File: src/rtl/mc_ctrl_pkg.sv
// Shared definitions for the multi-cycle controller: FSM state encoding,
// instruction classes, base opcodes and the pc_sel / wb_sel encodings.
package mc_ctrl_pkg;

   typedef enum logic [2:0] {
      ST_FETCH  = 3'd0,
      ST_DECODE = 3'd1,
      ST_EXEC   = 3'd2,
      ST_MEM    = 3'd3,
      ST_WB     = 3'd4,
      ST_TRAP   = 3'd5
   } state_t;

   typedef enum logic [2:0] {
      CL_R      = 3'd0,
      CL_IALU   = 3'd1,
      CL_LOAD   = 3'd2,
      CL_STORE  = 3'd3,
      CL_BRANCH = 3'd4,
      CL_JAL    = 3'd5,
      CL_JALR   = 3'd6,
      CL_ILL    = 3'd7
   } op_class_t;

   localparam logic [6:0] OP_R      = 7'b0110011;
   localparam logic [6:0] OP_IALU   = 7'b0010011;
   localparam logic [6:0] OP_LOAD   = 7'b0000011;
   localparam logic [6:0] OP_STORE  = 7'b0100011;
   localparam logic [6:0] OP_BRANCH = 7'b1100011;
   localparam logic [6:0] OP_JAL    = 7'b1101111;
   localparam logic [6:0] OP_JALR   = 7'b1100111;

   localparam logic [1:0] PC_SEL_PLUS4 = 2'd0;
   localparam logic [1:0] PC_SEL_IMM   = 2'd1;
   localparam logic [1:0] PC_SEL_ALU   = 2'd2;

   localparam logic [1:0] WB_SEL_ALU = 2'd0;
   localparam logic [1:0] WB_SEL_MEM = 2'd1;
   localparam logic [1:0] WB_SEL_PC4 = 2'd2;

endpackage

File: src/rtl/mc_controller_op_class_dec.sv
// Opcode classifier: maps ir[6:0] onto an instruction class; anything not
// recognised is reported as CL_ILL so the controller can trap on it.
module op_class_dec
   import mc_ctrl_pkg::*;
(
   input  logic [6:0] opcode,
   output logic [2:0] op_class
);

   // Pure lookup from base opcode to class
   always_comb begin
      op_class = CL_ILL;
      case (opcode)
         OP_R:      op_class = CL_R;
         OP_IALU:   op_class = CL_IALU;
         OP_LOAD:   op_class = CL_LOAD;
         OP_STORE:  op_class = CL_STORE;
         OP_BRANCH: op_class = CL_BRANCH;
         OP_JAL:    op_class = CL_JAL;
         OP_JALR:   op_class = CL_JALR;
         default:   op_class = CL_ILL;
      endcase
   end

endmodule

File: src/rtl/mc_controller.sv
// Multi-cycle RV32 control FSM: FETCH -> DECODE -> EXEC -> [MEM] -> [WB].
// Strobes are registered from the next state, so no ack input reaches an
// output combinationally. imem_req is the FETCH decode masked by reset.
// Optional feature: define MC_CTRL_INSTRET_EN to add the 32-bit instret
// retired-instruction counter output.
module mc_controller
   import mc_ctrl_pkg::*;
(
   input  logic        clk,
   input  logic        reset,
   output logic        imem_req,
   input  logic        imem_ack,
   input  logic [31:0] imem_rdata,
   output logic [31:0] ir,
   output logic        dmem_req,
   output logic        dmem_we,
   input  logic        dmem_ack,
   input  logic        br_taken,
   output logic        pc_we,
   output logic [1:0]  pc_sel,
   output logic        alu_src_imm,
   output logic        rf_we,
   output logic [1:0]  wb_sel,
   output logic        retire,
   output logic        illegal,
`ifdef MC_CTRL_INSTRET_EN
   output logic [31:0] instret,
`endif
   output logic [2:0]  state_o
);

   state_t      state_r, state_next_s;
   logic [31:0] ir_r;
   logic [2:0]  cls_raw_s;
   op_class_t   cls_s;

   logic       pc_we_s, alu_src_imm_s, rf_we_s, retire_s, illegal_s, dmem_req_s, dmem_we_s;
   logic [1:0] pc_sel_s, wb_sel_s;
   logic       pc_we_r, alu_src_imm_r, rf_we_r, retire_r, illegal_r, dmem_req_r, dmem_we_r;
   logic [1:0] pc_sel_r, wb_sel_r;

   op_class_dec u_op_class_dec (
      .opcode   (ir_r[6:0]),
      .op_class (cls_raw_s)
   );

   assign cls_s = op_class_t'(cls_raw_s);

   // State register and instruction latch
   always_ff @(posedge clk or posedge reset) begin
      if (reset) begin
         state_r <= ST_FETCH;
         ir_r    <= 32'd0;
      end else begin
         state_r <= state_next_s;
         if (state_r == ST_FETCH && imem_ack) begin
            ir_r <= imem_rdata;
         end
      end
   end

   // Next-state logic; acks only matter in the state that issued the request
   always_comb begin
      state_next_s = state_r;
      case (state_r)
         ST_FETCH:  state_next_s = imem_ack ? ST_DECODE : ST_FETCH;
         ST_DECODE: state_next_s = (cls_s == CL_ILL) ? ST_TRAP : ST_EXEC;
         ST_EXEC: begin
            case (cls_s)
               CL_BRANCH: state_next_s = ST_FETCH;
               CL_LOAD:   state_next_s = ST_MEM;
               CL_STORE:  state_next_s = ST_MEM;
               default:   state_next_s = ST_WB;
            endcase
         end
         ST_MEM: begin
            if (dmem_ack) begin
               state_next_s = (cls_s == CL_STORE) ? ST_FETCH : ST_WB;
            end else begin
               state_next_s = ST_MEM;
            end
         end
         ST_WB:   state_next_s = ST_FETCH;
         ST_TRAP: state_next_s = ST_TRAP;
         default: state_next_s = ST_TRAP;
      endcase
   end

   // Output decode for the state being entered (registered below)
   always_comb begin
      pc_we_s       = 1'b0;
      pc_sel_s      = PC_SEL_PLUS4;
      alu_src_imm_s = 1'b0;
      rf_we_s       = 1'b0;
      wb_sel_s      = WB_SEL_ALU;
      retire_s      = 1'b0;
      illegal_s     = 1'b0;
      dmem_req_s    = 1'b0;
      dmem_we_s     = 1'b0;
      case (state_next_s)
         ST_FETCH: begin
            // Only a completed store leaves MEM straight for FETCH
            if (state_r == ST_MEM) begin
               pc_we_s  = 1'b1;
               retire_s = 1'b1;
            end else begin
               pc_we_s  = 1'b0;
               retire_s = 1'b0;
            end
         end
         ST_EXEC: begin
            alu_src_imm_s = (cls_s != CL_R) && (cls_s != CL_BRANCH);
            if (cls_s == CL_BRANCH) begin
               pc_we_s  = 1'b1;
               retire_s = 1'b1;
            end else begin
               pc_we_s  = 1'b0;
               retire_s = 1'b0;
            end
         end
         ST_MEM: begin
            dmem_req_s = 1'b1;
            dmem_we_s  = (cls_s == CL_STORE);
         end
         ST_WB: begin
            rf_we_s  = 1'b1;
            pc_we_s  = 1'b1;
            retire_s = 1'b1;
            case (cls_s)
               CL_LOAD: wb_sel_s = WB_SEL_MEM;
               CL_JAL:  wb_sel_s = WB_SEL_PC4;
               CL_JALR: wb_sel_s = WB_SEL_PC4;
               default: wb_sel_s = WB_SEL_ALU;
            endcase
            case (cls_s)
               CL_JAL:  pc_sel_s = PC_SEL_IMM;
               CL_JALR: pc_sel_s = PC_SEL_ALU;
               default: pc_sel_s = PC_SEL_PLUS4;
            endcase
         end
         ST_TRAP: illegal_s = 1'b1;
         default: illegal_s = 1'b0;
      endcase
   end

   // Output registers, cleared asynchronously so pending requests drop on reset
   always_ff @(posedge clk or posedge reset) begin
      if (reset) begin
         pc_we_r       <= 1'b0;
         pc_sel_r      <= PC_SEL_PLUS4;
         alu_src_imm_r <= 1'b0;
         rf_we_r       <= 1'b0;
         wb_sel_r      <= WB_SEL_ALU;
         retire_r      <= 1'b0;
         illegal_r     <= 1'b0;
         dmem_req_r    <= 1'b0;
         dmem_we_r     <= 1'b0;
      end else begin
         pc_we_r       <= pc_we_s;
         pc_sel_r      <= pc_sel_s;
         alu_src_imm_r <= alu_src_imm_s;
         rf_we_r       <= rf_we_s;
         wb_sel_r      <= wb_sel_s;
         retire_r      <= retire_s;
         illegal_r     <= illegal_s;
         dmem_req_r    <= dmem_req_s;
         dmem_we_r     <= dmem_we_s;
      end
   end

`ifdef MC_CTRL_INSTRET_EN
   logic [31:0] instret_r;

   // Retired-instruction counter, wraps naturally at 32 bits
   always_ff @(posedge clk or posedge reset) begin
      if (reset) begin
         instret_r <= 32'd0;
      end else if (retire_r) begin
         instret_r <= instret_r + 32'd1;
      end else begin
         instret_r <= instret_r;
      end
   end

   assign instret = instret_r;
`endif

   // Branch target choice follows the live comparator result during EXEC
   assign pc_sel      = (state_r == ST_EXEC && cls_s == CL_BRANCH) ?
                        (br_taken ? PC_SEL_IMM : PC_SEL_PLUS4) : pc_sel_r;
   assign imem_req    = (state_r == ST_FETCH) && !reset;
   assign ir          = ir_r;
   assign dmem_req    = dmem_req_r;
   assign dmem_we     = dmem_we_r;
   assign pc_we       = pc_we_r;
   assign alu_src_imm = alu_src_imm_r;
   assign rf_we       = rf_we_r;
   assign wb_sel      = wb_sel_r;
   assign retire      = retire_r;
   assign illegal     = illegal_r;
   assign state_o     = state_r;

endmodule

File: config.mk
export PLATFORM = sky130hd
export DESIGN_NAME = mc_controller
export DESIGN_NICKNAME = d
export VERILOG_FILES = /design/src/rtl/mc_ctrl_pkg.sv /design/src/rtl/mc_controller_op_class_dec.sv /design/src/rtl/mc_controller.sv
export SDC_FILE = /design/constraint.sdc
export NUM_CORES = 1
export LEC_CHECK = 0
export BUFFER_PORTS_ARGS = -buffer_cell sky130_fd_sc_hd__clkbuf_2
export CORE_MARGIN = 4
export CORE_UTILIZATION = 42
export DETAILED_ROUTE_END_ITERATION = 7
export GPL_TIMING_DRIVEN = 1
export PLACE_DENSITY = 0.75
export SLEW_MARGIN = 5
export SYNTH_ARGS = -nofsm -noshare
export SYNTH_HDL_FRONTEND = slang
export SYNTH_SLANG_ARGS = --single-unit
File: constraint.sdc
create_clock -name clk -period 1.8 [get_ports clk]
set_clock_uncertainty 0.15 [all_clocks]
set_input_delay 0.27 -clock clk [delete_from_list [all_inputs] [get_ports clk]]
set_output_delay 0.27 -clock clk [all_outputs]
set_load 0.02 [all_outputs]
==> run summary <==
Setup repair after global routing could not meet its margin everywhere. The average footprint of a synthesized cell was 14.60 um2. Dominant synthesized flop cell: sky130_fd_sc_hd__dfrtp_1. The category of the worst setup path launch point is a flop.

The final reports fail on setup timing. The tools report the number of failing hold endpoints at the final stage as 0. The fraction of the cycle the final worst path needs was 128.7%.

The path with the worst hold slack has its endpoint at ir[3]. The library cells used most frequently in the layout, excluding fill and tap cells, are sky130_fd_sc_hd__clkbuf_2 (80), sky130_fd_sc_hd__dfrtp_1 (41), sky130_fd_sc_hd__mux2_4 (26). Of the cells placed in the final design, the portion with a size suffix greater than 1 is 64.71%. The first global-routing pass estimated 6955 um of wire. Counting flops with an async set or reset pin after synthesis yields a share of 100.0%. For met3 alone, demand over resource in global routing was 2.902%. The core region is 4384 um2. In the synthesized netlist, the number of instances is 132. The total buffers and inverters traversed by the critical path is 1. Number of port buffers: 83. The critical path capture point type is a primary output. For this run, design rule violations remaining after detail routing come to 0. Internal reg-to-reg setup slack: 0.04 ns. The maximum clock rate was 0.4315 GHz. The endpoint identified for the worst register-to-register timing path is ir[17]. The largest fanout of any net on the critical path is 2, and the number of violations reported at the end of detailed-routing iteration 0 is 100.

Worst hold-check path type: in -> reg. In this run, placement finished with an instance count of 277. The initial core utilization came out at 43.95%. Slew of the pin with the lowest slew margin: 0.4322 ns. The completed layout was analyzed and its total power is 1.982 mW. Global routing used 16.38% of the available tracks across all layers.

For the level count of the clock H-tree, the log shows 2. TritonCTS built the clock tree. Cell family with the largest share of critical-path delay: simple AND/OR/NAND/NOR gates. The share of the yosys chip area belonging to registers is 58.44%, and the max-cap violation count is 0. Synthesis produced a netlist with a net count of 169.

The via-per-instance ratio works out to 4.893. Initial antenna violation count: 0. Final routed wirelength across all metal layers: 4565 um. The clock reaches the later pin of the worst-skew pair after 0.29 ns.

The residual antenna-violating net count after detailed routing was 0; the area growth from synthesis to final layout was 43.18%. The die covers 5735 um2. The most used routing layer was met2. Global routing finished with a remaining overflow of 0. On the worst path, the slowest cell contributes a delay of 0.41 ns. In this run the static leakage power is 1.430 nW. The data arrival time of the critical path was 1.90 ns. In this run, synthesis produced a sequential element count of 45. Clock tree synthesis selected as its root buffer the cell sky130_fd_sc_hd__clkbuf_8.

Across all layers, the routed design uses 1419 vias. For this run, the number of Yosys warnings is 0. Counting I/O delays and the setup requirement, the final critical path takes 2.317 ns. Across the VDD grid, the largest voltage drop is 0.0006040 V. Counting the buffers created by CTS gives 5. In this run the critical register-to-register path is launched from state_o[2]. For the number of antenna cells inserted, the log shows 0. The worst endpoint required time came out at 1.38 ns.

Average wire per cell in the routed design: 15.74 um. The signal on the critical path passes through and4bb_1 > nand4b_1 > or3_4 > mux2_4 > buf_6. After synthesis the cells add up to 1927 um2.

The total iterations of the first detailed-routing run was 4. The most common cell after layout, fill and taps aside is sky130_fd_sc_hd__clkbuf_2. The number of top-level design ports is 84, and the number of enable flip-flop cells after synthesis is 0. The critical path in this run is classified as reg -> out. For the hold slack, the log shows 0.04268 ns. Row generation in the floorplan step produced 24 rows. The die extent in y works out to 75.73 um.

The cell with the largest stage delay on the worst path is sky130_fd_sc_hd__dfrtp_2. The post-DP HPWL is 3310 um, and the post-CTS clock slew at the launch and capture registers of the worst setup and hold paths is 0.08 ns. At the end of routability-driven placement, the weighted congestion stood at 0.7926.

The run gives 325 as the layout filler cell count. The maximum number of pins on one net before global-route repair is 27, and the number of cells on the worst reg-to-reg path is 5. After the flow finishes, the layout carries non-filler instances totaling 290. The met2 layer usage reported by global route is 28.38%, and the number of distinct library cells after synthesis is 32. For the final setup slack of the worst path, the log shows -0.5174 ns. For the final setup violation count, the log shows 2. From left edge to right edge, the die measures 75.73 um. The logs give 2 for the largest buffer count on any clock path and 274 for the count of nets after finishing. In this run the most critical hold path is launched from imem_rdata[3]. The via count of the first global-routing pass is 1496, and the global routing met1 resource utilization is 20.08%. The run finished, with violations left.

Setup TNS: -0.9277 ns. The logs give 71.14% for the tightest slew margin relative to the limit and -0.2364 ns for the worst setup timing slack at the placement stage. The number of pins exceeding their max-slew limit in the final report was 0. Number of instances on the worst hold path: 3. The logic depth of the worst setup path including buffers is 5. The tools report the CTS sink count as 45. Power spread over the standard cell area amounts to 718.3 nW/um2.
==> stage by stage <==
| stage | cell area (um2) | utilization [%] |
|---|---|---|
| global placement | 2520 | 57.48 |
| CTS | 2636 | 60.13 |
| detailed placement | 2520 | 57.48 |
| floorplan | 1952 | - |
| global route | 2759 | 62.93 |
| finish | 2759 | 62.93 |
==> worst max-delay path by stage <==
| stage | slack (ns) | start | endpoint |
|---|---|---|---|
| 2_1_floorplan | -0.18 | ir[3] | pc_sel[0] |
| 3_3_place_gp | -0.20 | ir[3] | pc_sel[0] |
| 3_5_place_dp | -0.24 | ir[3] | pc_sel[0] |
| 4_1_cts | -0.55 | ir[3] | pc_sel[0] |
| 5_1_grt | -0.59 | ir[2] | pc_sel[0] |
| 6_report | -0.52 | ir[2] | pc_sel[0] |
==> synthesized netlist by cell type, drive strengths merged (3+ instances only) <==
cell / count / share of area (%)
nand2: 5 / 0.97
buf: 6 / 3.0
dfrtp: 45 / 58
a21o: 3 / 1.2
o21ai: 5 / 1.3
mux2: 31 / 22
nor3: 4 / 1.0
nand2b: 3 / 0.97
inv: 6 / 1.2
nor2: 4 / 0.78
==> logic make-up (layout without fill, tap and decap cells) <==
group / count (synthesis) / count (layout) / synth area share [%]
flops: 45 / 45 / 58.44
mux: 31 / 31 / 22.21
simple gates: 31 / 31 / 10.32
compound gates: 12 / 12 / 4.350
buf+inv: 12 / 118 / 4.155
fa+ha+maj: 1 / 1 / 0.5195
==> repair_timing <==
item | CTS | global route
setup endpoints to repair | 3 | 24
pin swaps | 0 | 4
cloned | 0 | 2
buffers inserted | 0 | 2
gates resized for setup | 1 | 17
endpoints found under the hold margin | 19 | 0
hold buffers | 1 | 0
==> report_power, final <==
part	switching, mW	internal, mW
clock	0.320	0.347
combinational	0.126	0.119
sequential	0.0213	1.05
total	0.468	1.51
==> worst reg2reg max path, cell delays in order, from the launching register on <==
cell and delay (ns):
sky130_fd_sc_hd__dfrtp_1 0.40, sky130_fd_sc_hd__buf_6 0.14, sky130_fd_sc_hd__nor4b_4 0.31, sky130_fd_sc_hd__buf_4 0.18, sky130_fd_sc_hd__clkbuf_16 0.16, sky130_fd_sc_hd__mux2_4 0.30
==> state kept, by name, indices dropped and copies added, names as in the netlist <==
| signal | flops |
|---|---|
| rf_we | 1 |
| alu_src_imm | 1 |
| pc_sel_r | 2 |
| retire | 1 |
| wb_sel | 2 |
| dmem_we | 1 |
| ir | 32 |
| dmem_req | 1 |
| illegal | 1 |
| state_o | 3 |
==> final cells by class <==
class                      count  area [um2]  area share [%]
tap                           52       65.06           2.358
inverter                       6       22.52          0.8163
clock inverter                 1       5.005          0.1814
multi-input combinational     75       764.5           27.71
timing repair buffer         104       674.4           24.44
sequential                    45        1131           41.00
clock buffer                   7       96.34           3.492
==> metal layers <==
layer,share of wire [%],up-vias
li1,-,669
met1,39,687
met2,55,56
met3,4.5,7
met4,1.5,0
met5,0,-
(Power assumes the default switching activity.)
